[config.mk]
export PLATFORM = sky130hd
export DESIGN_NAME = stopwatch_ctrl
export DESIGN_NICKNAME = d
export VERILOG_FILES = /design/src/rtl/stopwatch_pkg.sv /design/src/rtl/stopwatch_ctrl_debounce.sv /design/src/rtl/stopwatch_ctrl.sv
export SDC_FILE = /design/constraint.sdc
export NUM_CORES = 1
export LEC_CHECK = 0
export CELL_PAD_IN_SITES_DETAIL_PLACEMENT = 0
export CELL_PAD_IN_SITES_GLOBAL_PLACEMENT = 1
export CORE_ASPECT_RATIO = 0.75
export CORE_MARGIN = 2
export CORE_UTILIZATION = 40
export DETAILED_ROUTE_END_ITERATION = 12
export DONT_BUFFER_PORTS = 1
export PLACE_DENSITY_LB_ADDON = 0.1
export SLEW_MARGIN = 20
export SYNTH_ARGS = -nofsm -noshare
export SYNTH_HDL_FRONTEND = slang
export SYNTH_SLANG_ARGS = --single-unit
[constraint.sdc]
create_clock -name clk -period 5.9 [get_ports clk]
set_clock_uncertainty 0.05 [all_clocks]
set_input_delay 1.77 -clock clk [delete_from_list [all_inputs] [get_ports clk]]
set_output_delay 1.77 -clock clk [all_outputs]
set_load 0.05 [all_outputs]
[src/rtl/stopwatch_pkg.sv]
// Shared definitions for the stopwatch controller: state codes, state width,
// default debounce length and the state-to-control decode.
package stopwatch_pkg;

  localparam int STATE_W             = 2;
  localparam int DEBOUNCE_CYCLES_DEF = 1000000;

  typedef enum logic [STATE_W-1:0] {
    ST_IDLE  = 2'd0,
    ST_RUN   = 2'd1,
    ST_PAUSE = 2'd2,
    ST_LAP   = 2'd3
  } state_t;

  typedef struct packed {
    logic init_regs;
    logic count_enabled;
    logic disp_freeze;
  } ctrl_out_t;

  // Counter/display controls implied by a state; clear and advance are
  // mutually exclusive by construction.
  function automatic ctrl_out_t decode_outputs(input state_t s);
    ctrl_out_t o;
    o = '{init_regs: 1'b0, count_enabled: 1'b0, disp_freeze: 1'b0};
    case (s)
      ST_IDLE:  o.init_regs     = 1'b1;
      ST_RUN:   o.count_enabled = 1'b1;
      ST_LAP: begin
        o.count_enabled = 1'b1;
        o.disp_freeze   = 1'b1;
      end
      default: ;
    endcase
    return o;
  endfunction

endpackage

[src/rtl/stopwatch_ctrl_debounce.sv]
// btn_debounce: 2-FF synchroniser, saturating stability counter and
// rising-edge press pulse for one raw push-button.
module btn_debounce
  import stopwatch_pkg::*;
#(
  parameter int DEBOUNCE_CYCLES = DEBOUNCE_CYCLES_DEF
) (
  input  logic clk,
  input  logic rst_n,
  input  logic btn,
  output logic press
);

  localparam int                CNT_W   = $clog2(DEBOUNCE_CYCLES);
  localparam logic [CNT_W-1:0]  CNT_MAX = CNT_W'(DEBOUNCE_CYCLES - 1);

  logic             sync_p0;
  logic             sync_p1;
  logic             level;
  logic             level_q;
  logic [CNT_W-1:0] cnt;

  // Synchronise, then accept a new level only after DEBOUNCE_CYCLES
  // consecutive disagreeing samples; any agreeing sample restarts the count.
  always_ff @(posedge clk) begin
    if (!rst_n) begin
      sync_p0 <= 1'b0;
      sync_p1 <= 1'b0;
      level   <= 1'b0;
      level_q <= 1'b0;
      cnt     <= '0;
    end else begin
      sync_p0 <= btn;
      sync_p1 <= sync_p0;
      level_q <= level;
      if (sync_p1 == level) begin
        cnt <= '0;
      end else if (cnt == CNT_MAX) begin
        // Final disagreeing sample: accept the level and restart; the count
        // therefore never passes CNT_MAX and cannot wrap.
        level <= sync_p1;
        cnt   <= '0;
      end else begin
        cnt <= cnt + 1'b1;
      end
    end
  end

  // Press pulse is combinational from the debounced rise so the FSM can
  // register it on the very next edge; releases produce nothing.
  always_comb begin
    press = level & ~level_q;
  end

endmodule

[src/rtl/stopwatch_ctrl.sv]
// stopwatch_ctrl: debounces the board buttons and sequences the stopwatch
// counter (IDLE/RUN/PAUSE, plus LAP when STOPWATCH_LAP_EN is defined).
// Without STOPWATCH_LAP_EN the lap button is ignored and disp_freeze is 0.
module stopwatch_ctrl
  import stopwatch_pkg::*;
#(
  parameter int DEBOUNCE_CYCLES = DEBOUNCE_CYCLES_DEF
) (
  input  logic               clk,
  input  logic               rst_n,
  input  logic               btn_start_stop,
  input  logic               btn_clear,
  input  logic               btn_lap,
  output logic               init_regs,
  output logic               count_enabled,
  output logic               disp_freeze,
  output logic [STATE_W-1:0] state_leds
);

  logic      ss_press;
  logic      clr_press;
  logic      lap_press;
  logic      ev_clear;
  logic      ev_ss;
  logic      ev_lap;
  state_t    state;
  state_t    state_nxt;
  ctrl_out_t out_nxt;
  ctrl_out_t out_q;

  btn_debounce #(.DEBOUNCE_CYCLES(DEBOUNCE_CYCLES)) u_db_start_stop (
    .clk   (clk),
    .rst_n (rst_n),
    .btn   (btn_start_stop),
    .press (ss_press)
  );

  btn_debounce #(.DEBOUNCE_CYCLES(DEBOUNCE_CYCLES)) u_db_clear (
    .clk   (clk),
    .rst_n (rst_n),
    .btn   (btn_clear),
    .press (clr_press)
  );

`ifdef STOPWATCH_LAP_EN
  btn_debounce #(.DEBOUNCE_CYCLES(DEBOUNCE_CYCLES)) u_db_lap (
    .clk   (clk),
    .rst_n (rst_n),
    .btn   (btn_lap),
    .press (lap_press)
  );
`else
  logic lap_unused;
  assign lap_unused = btn_lap;
  assign lap_press  = 1'b0;
`endif

  // State and output registers; outputs come from the next state so they
  // move on the same edge as the state code.
  always_ff @(posedge clk) begin
    if (!rst_n) begin
      state <= ST_IDLE;
      out_q <= '{init_regs: 1'b1, count_enabled: 1'b0, disp_freeze: 1'b0};
    end else begin
      state <= state_nxt;
      out_q <= out_nxt;
    end
  end

  // Next state: arbitrate simultaneous presses (clear > start/stop > lap),
  // then apply only the winner; losers are dropped.
  always_comb begin
    ev_clear  = clr_press;
    ev_ss     = ss_press & ~clr_press;
    ev_lap    = lap_press & ~clr_press & ~ss_press;
    state_nxt = state;
    case (state)
      ST_IDLE: begin
        if (ev_ss) state_nxt = ST_RUN;
      end
      ST_RUN: begin
        if (ev_ss)       state_nxt = ST_PAUSE;
        else if (ev_lap) state_nxt = ST_LAP;
      end
      ST_PAUSE: begin
        if (ev_clear)    state_nxt = ST_IDLE;
        else if (ev_ss)  state_nxt = ST_RUN;
      end
`ifdef STOPWATCH_LAP_EN
      ST_LAP: begin
        if (ev_ss)       state_nxt = ST_PAUSE;
        else if (ev_lap) state_nxt = ST_RUN;
      end
`endif
      default: state_nxt = ST_IDLE;
    endcase
  end

  // Output decode of the next state; freeze is forced low without lap support.
  always_comb begin
    out_nxt = decode_outputs(state_nxt);
`ifndef STOPWATCH_LAP_EN
    out_nxt.disp_freeze = 1'b0;
`endif
  end

  assign init_regs     = out_q.init_regs;
  assign count_enabled = out_q.count_enabled;
  assign disp_freeze   = out_q.disp_freeze;
  assign state_leds    = state;

endmodule

==> summary.md, run 1 <==
| Metric | Value |
|---|---|
| Status | `finished clean` |
| Vias in the first global route | `1458` |
| Crit end category | `output pin` |
| Int Power | `0.474 mW` |
| CP startpoint kind | `flop` |
| First-pass GRT wire length | `6.89 mm` |
| Slew margin rel. | `0.320` |
| Slew Limit Fails | `0` |
| Leakage | `0.736 nW` |
| Power share of the combinational group | `0.010` |
| Clock Path Buffers | `2` |
| Avg Synthesized Cell Area | `8.90 µm²` |
| Final setup violation count | `0` |
| Worst skew pair latency | `310 ps` |
| WL/cell | `12.3 µm` |
| Area delta synth->final | `7.26%` |
| Most frequent cells in the layout | `51 x dfxtp_1, 27 x nor2_1, 15 x xor2_1, 15 x a21oi_1, 14 x nand3_1` |
| GR Util All Layers | `0.142` |
| Synth Area in Simple Gates | `0.282` |
| RSZ-0062 raised after global routing | `false` |
| Yosys top cell by area | `dfxtp_1` |
| Fin nets | `253` |
| Peak Freq | `0.320 GHz` |
| Dpl ws | `3100 ps` |
| Seq pwr share | `0.579` |
| Count of input and output buffers | `0` |
| Syn Nets | `255` |
| Cell area after layout | `2370 µm²` |
| Mapped cell area | `2210 µm²` |
| Gpl congestion | `0.724` |
| Power density cells | `253 nW/µm²` |
| CTS tree | `done` |
| Hold_buf cts | `0` |
| Initial core utilization | `0.415` |
| Vias per std cell | `5.13` |
| YS warnings | `0` |
| Max_cap viols | `0` |
| Largest net degree at the start of global routing | `21` |
| Antenna cell count | `0` |
| Vias | `1651` |
| Worst vdd ir | `91.8 µV` |
| Post-Synth XOR/XNOR Area | `0.0992` |
| Die span in y | `68.3 µm` |
| Synth top area cells | `dfxtp_1 46%, xor2_1 6.0%, nor2_1 4.6%` |
| CP Max Fanout | `5` |
| Share of cells above drive strength 1 | `0.0567` |
| Tightest Pin Transition | `1020 ps` |
| TNS Setup | `0 ps` |
| Core Area | `5320 µm²` |
| DRC Markers | `0` |
| Yosys reg bits | `51` |
| Die width | `89.8 µm` |
| 1st-iter DRT viols | `62` |
| Register area share after synthesis | `0.463` |
| Commonest non-fill, non-tap cell in the layout | `dfxtp_1` |
| Hold Path Class | `flop to flop` |
| Final cycle utilization of the critical path | `0.530` |
| Largest family of logic cells by synthesized area | `simple AND/OR/NAND/NOR gates` |
| CTS sink cnt | `51` |
| Compound-Gate Fraction of Synth Area | `0.0913` |
| Crit path kind | `flop to output pin` |
| PnR worst setup slack | `2770 ps` |
| Net switching fraction of the power | `0.208` |
| Post-synth cell types | `36` |
| Post-CTS Setup Bufs | `0` |
| Initial antenna violation count | `0` |
| Clock share of power | `0.410` |
| Post-DRT Antenna Nets | `0` |
| Post-Synth Adder-Cell Area | `0.0113` |
| Overflow left after global routing | `0` |
| Clock slew seen by the registers of the worst setup and hold paths | `100 ps` |
| Drt first pass iters | `4` |
| Area after DPL | `2250 µm²` |
| Die ar. | `6130 µm²` |
| H-tree levels | `2` |
| Post_cts resized | `0` |
| Fin crit period | `3130 ps` |
| CTS Buf Count | `5` |
| Syn Inst Count | `248` |
| Root buffer cell | `clkbuf_8` |
| Ports | `10` |
| Area share of the leading cell type in the synthesized netlist | `0.463` |
| Detailed placement HPWL | `2.73 mm` |
| Routed WL | `3.95 mm` |
| Post-synthesis mux area share | `0.00907` |
| Crit path arrival time | `1310 ps` |
| Critical Path RT | `4080 ps` |
| Final hold vios | `0` |
| Psw | `0.124 mW` |
| Num rows | `23` |
| Fillers | `541` |
-- synthesized netlist by cell type, drive strengths merged --
cell	count
and3	5
or4	9
or3	9
clkbuf	4
nor3	3
o31ai	7
a31o	1
nor3b	1
o21ai	6
and2	9
nor2	27
nand2	10
buf	6
o21a	2
mux2i	2
xnor2	10
nand2b	6
nand3	14
nand4	10
xor2	15
or4b	1
or2	1
a21oi	15
ha	2
and4	1
conb	1
nor4b	2
nor4	5
inv	11
o211ai	2
dfxtp	51
-- kinds of logic after synthesis --
family	Yosys count
AND/OR/NAND/NOR	113
flip-flops	51
AO/OA/AOI/OAI	33
XOR/XNOR	25
buffers and inverters	21
adder cells (fa/ha/maj)	2
multiplexers	2
other	1
-- cell type report --
type                    instances  area, µm²  area share
clock buffers                   5       68.8      0.0291
clock inverters                 3       43.8      0.0185
inverters                      11       41.3      0.0174
multi-input cells             176       1090       0.461
flip-flops and latches         51       1020       0.431
well taps                      75       93.8      0.0396
repair buffers                  1       7.51     0.00317
-- power by group through the flow --
stage | Sequential (mW) | Combinational (mW) | Clock (mW)
final | 0.347 | 0.00621 | 0.245
after global routing | 0.347 | 0.00695 | 0.268
after global placement | 0.355 | 0.00636 | 0
after detailed placement | 0.355 | 0.00627 | 0
after CTS | 0.347 | 0.00634 | 0.253
after floorplan | 0.354 | 0.00667 | 0
-- layer usage --
layer,share of wire,track usage,vias up
met5,0,0,-
li1,-,-,867
met4,0.013,0.0558,0
met2,0.36,0.194,23
met3,0.035,0.0441,5
met1,0.59,0.206,756
-- final timing paths --
path / depth (start not counted) / to / start / slack (ps)
hold reg to reg: 1 / u_db_clear.sync_p1$_SDFF_PN0_ / u_db_clear.sync_p0$_SDFF_PN0_ / 400
hold / removal: 1 / u_db_clear.sync_p1$_SDFF_PN0_ / u_db_clear.sync_p0$_SDFF_PN0_ / 400
setup / recovery: 0 / count_enabled / count_enabled$_SDFF_PN0_ / 2770
setup reg to reg: 4 / u_db_start_stop.cnt[2]$_SDFF_PP0_ / u_db_start_stop.cnt[13]$_SDFF_PP0_ / 3470
-- per-stage QoR --
step                power (mW)  hold slack (ps)  instances  utilization
floorplan                0.361              362        248            -
global placement         0.361              364        314        0.424
detailed placement       0.361              373        314        0.424
CTS                      0.606              398        322        0.445
global route             0.622              427        322        0.445
finish                   0.598              400        322        0.445
-- flip-flops by register name (all words and copies together), names as in the netlist --
name,flops
count_enabled,1
init_regs,1
state_leds,1
u_db_clear.cnt,20
u_db_clear.level,1
u_db_clear.level_q,1
u_db_clear.sync_p0,1
u_db_clear.sync_p1,1
u_db_start_stop.cnt,20
u_db_start_stop.level,1
u_db_start_stop.level_q,1
u_db_start_stop.sync_p0,1
u_db_start_stop.sync_p1,1
Note: power is estimated with default switching activity, not from simulation.
==> inputs of run 2 (changes only) <==
Clock period 5.9 ns to 2.7 ns, I/O delays scaled along.
==> summary.md, run 2 (synthesis gave the netlist of run 1 again) <==
| Metric | Value |
|---|---|
| Count of input and output buffers | `0` |
| Post-CTS Setup Bufs | `0` |
| Worst vdd ir | `198 µV` |
| Crit path kind | `flop to flop` |
| Max_cap viols | `0` |
| Top Layer Used | `met4` |
| Gpl congestion | `0.728` |
| Slew margin rel. | `0.534` |
| H-tree levels | `2` |
| Most frequent cells in the layout | `51 x dfxtp_1, 27 x nor2_1, 15 x xor2_1, 15 x a21oi_1, 14 x nand3_1` |
| Vias in the first global route | `1471` |
| Worst skew pair latency | `300 ps` |
| Antenna cell count | `0` |
| CP startpoint kind | `flop` |
| CP peak stage delay | `530 ps` |
| Psw | `0.251 mW` |
| Largest net degree at the start of global routing | `21` |
| Vias | `1600` |
| Post-route total power | `1.21 mW` |
| Post-DRT Antenna Nets | `0` |
| Hold_buf cts | `0` |
| PnR worst setup slack | `642 ps` |
| CTS tree | `done` |
| Share of cells above drive strength 1 | `0.0605` |
| Clock slew seen by the registers of the worst setup and hold paths | `90 ps` |
| Metal2 WL | `1.46 mm` |
| CP top delay family | `simple AND/OR/NAND/NOR gates` |
| Fin crit period | `2060 ps` |
| Tightest Pin Transition | `693 ps` |
| Peak Freq | `0.486 GHz` |
| Met3 routed WL | `111 µm` |
| Status | `finished clean` |
| Initial antenna violation count | `0` |
| TNS Setup | `0 ps` |
| RSZ-0062 raised after global routing | `false` |
| Drt first pass iters | `4` |
| Clock share of power | `0.363` |
| 1st-iter DRT viols | `114` |
| Final hold vios | `0` |
| CTS sink cnt | `51` |
| Net switching fraction of the power | `0.207` |
| CTS Buf Count | `5` |
| Crit path arrival time | `2190 ps` |
| Critical Path RT | `2840 ps` |
| Power density cells | `514 nW/µm²` |
| Vias per std cell | `4.95` |
| Placed insts | `316` |
| Dpl ws | `649 ps` |
| Final cycle utilization of the critical path | `0.762` |
| DRC Markers | `0` |
| WL/cell | `12.3 µm` |
| Num rows | `23` |
| Initial core utilization | `0.415` |
| Final std cells w/o fill | `323` |
| Fillers | `542` |
| Final setup violation count | `0` |
| Root buffer cell | `clkbuf_8` |
| Routed WL | `3.96 mm` |
| Post-layout util | `0.443` |
| Overflow left after global routing | `0` |
| Die width | `89.8 µm` |
| Die span in y | `68.3 µm` |
| Biggest regs | `u_db_clear.cnt x20, u_db_start_stop.cnt x20` |
| Int Power | `0.961 mW` |
| Crit end category | `flop` |
| First-pass GRT wire length | `6.96 mm` |
| Critical path buffers and inverters | `1` |
| Leakage | `0.734 nW` |
| Seq pwr share | `0.625` |
| Area delta synth->final | `6.80%` |
| CP max-delay cell | `or4_4` |
| Post_cts resized | `0` |
| Worst path cell trace | `or4b_1 > or4_4 > o211ai_2 > buf_4 > nor2_1` |
| Core Area | `5320 µm²` |
| Ports | `10` |
| Commonest non-fill, non-tap cell in the layout | `dfxtp_1` |
| CP Max Fanout | `20` |
| DRT met1 WL | `2.33 mm` |
| Detailed placement HPWL | `2.70 mm` |
| Slew Limit Fails | `0` |
| Die ar. | `6130 µm²` |
| GR Util All Layers | `0.144` |
| Clock Path Buffers | `2` |
| Power share of the combinational group | `0.012` |
| Fin nets | `255` |
| Hold Path Class | `flop to flop` |
run 2: changes by cell type in the layout (fill, tap and decap cells not counted):
cell	delta
buf_4	+2
bufinv_16	-1
clkbuf_8	+1
clkinv_4	-1
run 2: area by class of cell:
type,instances,area (µm²),area share
clock buffer,6,82.6,0.0350
clock inverter,1,5.00,0.00212
inverter,11,41.3,0.0175
multi-input combinational,176,1090,0.463
sequential,51,1020,0.433
tap,75,93.8,0.0398
timing repair buffer,3,22.5,0.00955
run 2: path summary, 6_finish.rpt:
path | from | end | slack (ps) | cells past startpoint
max reg2reg | u_db_start_stop.cnt[13]$_SDFF_PP0_ | u_db_start_stop.cnt[2]$_SDFF_PP0_ | 640 | 5
max | u_db_start_stop.cnt[13]$_SDFF_PP0_ | u_db_start_stop.cnt[2]$_SDFF_PP0_ | 640 | 5
min | u_db_clear.sync_p0$_SDFF_PN0_ | u_db_clear.sync_p1$_SDFF_PN0_ | 400 | 1
min reg2reg | u_db_clear.sync_p0$_SDFF_PN0_ | u_db_clear.sync_p1$_SDFF_PN0_ | 400 | 1
run 2: routing by layer:
layer / track usage / vias up
met5: 0 / -
met4: 0.0635 / 0
met3: 0.0407 / 5
met2: 0.205 / 18
met1: 0.202 / 716
li1: - / 861
run 2: through the flow:
stage | hold slack (ps) | area (µm²)
floorplan | 362 | 2210
global placement | 384 | 2270
detailed placement | 374 | 2270
CTS | 403 | 2360
global route | 425 | 2360
finish | 398 | 2360
run 2: power groups by stage:
stage	Sequential (mW)	Combinational, mW	Clock [mW]
6_report	0.757	0.0141	0.440
5_1_grt	0.758	0.0160	0.491
4_1_cts	0.757	0.0144	0.467
3_5_place_dp	0.775	0.0143	0
3_3_place_gp	0.775	0.0142	0
2_1_floorplan	0.774	0.0146	0
==> inputs of run 3 (changes only) <==
Clock period 2.7 ns to 1.7 ns, I/O delays scaled along.
==> summary.md, run 3 (synthesis gave the netlist of run 1 again) <==
| Metric | Value |
|---|---|
| Flop-to-flop setup slack | `-250 ps` |
| WL/cell | `12.4 µm` |
| First-pass GRT wire length | `7.96 mm` |
| Post-layout util | `0.536` |
| Crit path arrival time | `2110 ps` |
| Die width | `89.8 µm` |
| Setup crit start | `u_db_start_stop.cnt[13]$_SDFF_PP0_` |
| Crit path kind | `flop to flop` |
| Count of input and output buffers | `0` |
| GR Util All Layers | `0.164` |
| Routed WL | `4.69 mm` |
| Vias in the first global route | `1728` |
| CP max-delay cell | `or4_4` |
| CP startpoint kind | `flop` |
| Final std cells w/o fill | `377` |
| R2r endpoint | `u_db_start_stop.cnt[7]$_SDFF_PP0_` |
| Power density cells | `670 nW/µm²` |
| Reg-to-Reg Start | `u_db_start_stop.cnt[13]$_SDFF_PP0_` |
| Final hold vios | `0` |
| Leakage | `1.05 nW` |
| Vias per std cell | `4.90` |
| Worst Hold Depth | `1` |
| DRC Markers | `0` |
| Worst vdd ir | `367 µV` |
| Share of cells above drive strength 1 | `0.275` |
| Status | `finished, violations left` |
| Area delta synth->final | `29.3%` |
| Most frequent cells in the layout | `56 x buf_4, 43 x dfxtp_1, 27 x nor2_1` |
| Core Area | `5320 µm²` |
| Peak Freq | `0.512 GHz` |
| Hold Path Sink | `init_regs$_SDFF_PN1_` |
| CTS Buf Count | `5` |
| Critical Path RT | `1850 ps` |
| Violated checks | `negative setup slack` |
| Hold Startpoint | `rst_n` |
| Crit end category | `flop` |
| Area after DPL | `2650 µm²` |
| Ports | `10` |
| Fin crit period | `1950 ps` |
| Worst path cell trace | `or4b_1 > or4_4 > o211ai_4 > buf_12 > nor2_1` |
| Initial core utilization | `0.415` |
| RSZ-0062 raised after global routing | `true` |
| Final setup violation count | `21` |
| Fin nets | `309` |
| PnR worst setup slack | `-254 ps` |
| Biggest regs | `u_db_clear.cnt x20, u_db_start_stop.cnt x20` |
| Detailed placement HPWL | `3.26 mm` |
| CTS sink cnt | `51` |
| Antenna cell count | `0` |
| Worst skew pair latency | `300 ps` |
| 1st-iter DRT viols | `77` |
| CP Max Fanout | `20` |
| Largest net degree at the start of global routing | `21` |
| Post-DRT Antenna Nets | `0` |
| Final cycle utilization of the critical path | `1.15` |
| CP peak stage delay | `550 ps` |
| Overflow left after global routing | `0` |
| Vias | `1849` |
| Placed insts | `364` |
| Fillers | `517` |
| Gpl congestion | `0.711` |
| Die ar. | `6130 µm²` |
| H-tree levels | `2` |
| Commonest non-fill, non-tap cell in the layout | `buf_4` |
| Slew Limit Fails | `0` |
| Root buffer cell | `clkbuf_8` |
| Drt first pass iters | `4` |
| Num rows | `23` |
| Max_cap viols | `0` |
| TNS Setup | `-5190 ps` |
| Clock slew seen by the registers of the worst setup and hold paths | `90 ps` |
| CTS tree | `done` |
| Clock Path Buffers | `2` |
| Die span in y | `68.3 µm` |
| Worst r2r path cells | `5` |
| Hold Path Class | `primary input to flop` |
| Cell area after layout | `2850 µm²` |
| Initial antenna violation count | `0` |
## run 3: cell count changes in the layout (fill, tap and decap cells not counted), moves of 2 or more
cell,previous run,this run
buf_4,3,56
dfxtp_1,51,43
dfxtp_2,0,6
dfxtp_4,0,2
nor4_1,5,3
## run 3: worst max-delay path: cells and delay by family, from the launching register on
family,cells,cell delay (ps)
compound gates,1,190
simple gates,3,1120
buf+inv,1,180
flops,1,320
## run 3: timing repair
action / CTS / global route
endpoints found under the setup margin: 26 / 41
pin swaps: 8 / 7
buffers inserted: 4 / 3
hold buffers: 0 / 0
gates resized for setup: 5 / 13
## run 3: per-stage QoR
step | worst slack, ps | power (mW) | hold slack [ps]
2_1_floorplan | -176 | 1.25 | 362
3_3_place_gp | -237 | 1.26 | 395
3_5_place_dp | -254 | 1.26 | 402
4_1_cts | -264 | 1.94 | 227
5_1_grt | -341 | 1.98 | 218
6_report | -254 | 1.91 | 236
## run 3: cell type report
| cell class | instances | area (µm²) | area share |
|---|---|---|---|
| clock buffer | 5 | 68.8 | 0.0241 |
| clock inverter | 2 | 13.8 | 0.00482 |
| inverter | 11 | 41.3 | 0.0145 |
| multi-input combinational | 176 | 1160 | 0.406 |
| sequential | 51 | 1040 | 0.363 |
| tap | 75 | 93.8 | 0.0329 |
| timing repair buffer | 57 | 440 | 0.154 |
## run 3: how the worst max path moves through the flow
stage	to	slack, ps	cells after the start
after floorplan	u_db_start_stop.cnt[17]$_SDFF_PP0_	-180	5
after global placement	u_db_start_stop.cnt[18]$_SDFF_PP0_	-240	5
after detailed placement	u_db_start_stop.cnt[15]$_SDFF_PP0_	-250	5
after CTS	u_db_start_stop.cnt[7]$_SDFF_PP0_	-260	5
after global routing	u_db_start_stop.cnt[13]$_SDFF_PP0_	-340	5
final	u_db_start_stop.cnt[7]$_SDFF_PP0_	-250	5
## run 3: per-layer routing
metal,global-route usage,part of all wire
met5,0,0
met4,0.0577,0.015
met3,0.0385,0.036
met2,0.250,0.41
met1,0.231,0.54
## run 3: power breakdown
part / internal, mW / switching [mW]
logic: 0.0109 / 0.0180
registers: 1.20 / 0.00361
clock network: 0.282 / 0.400
total: 1.49 / 0.421
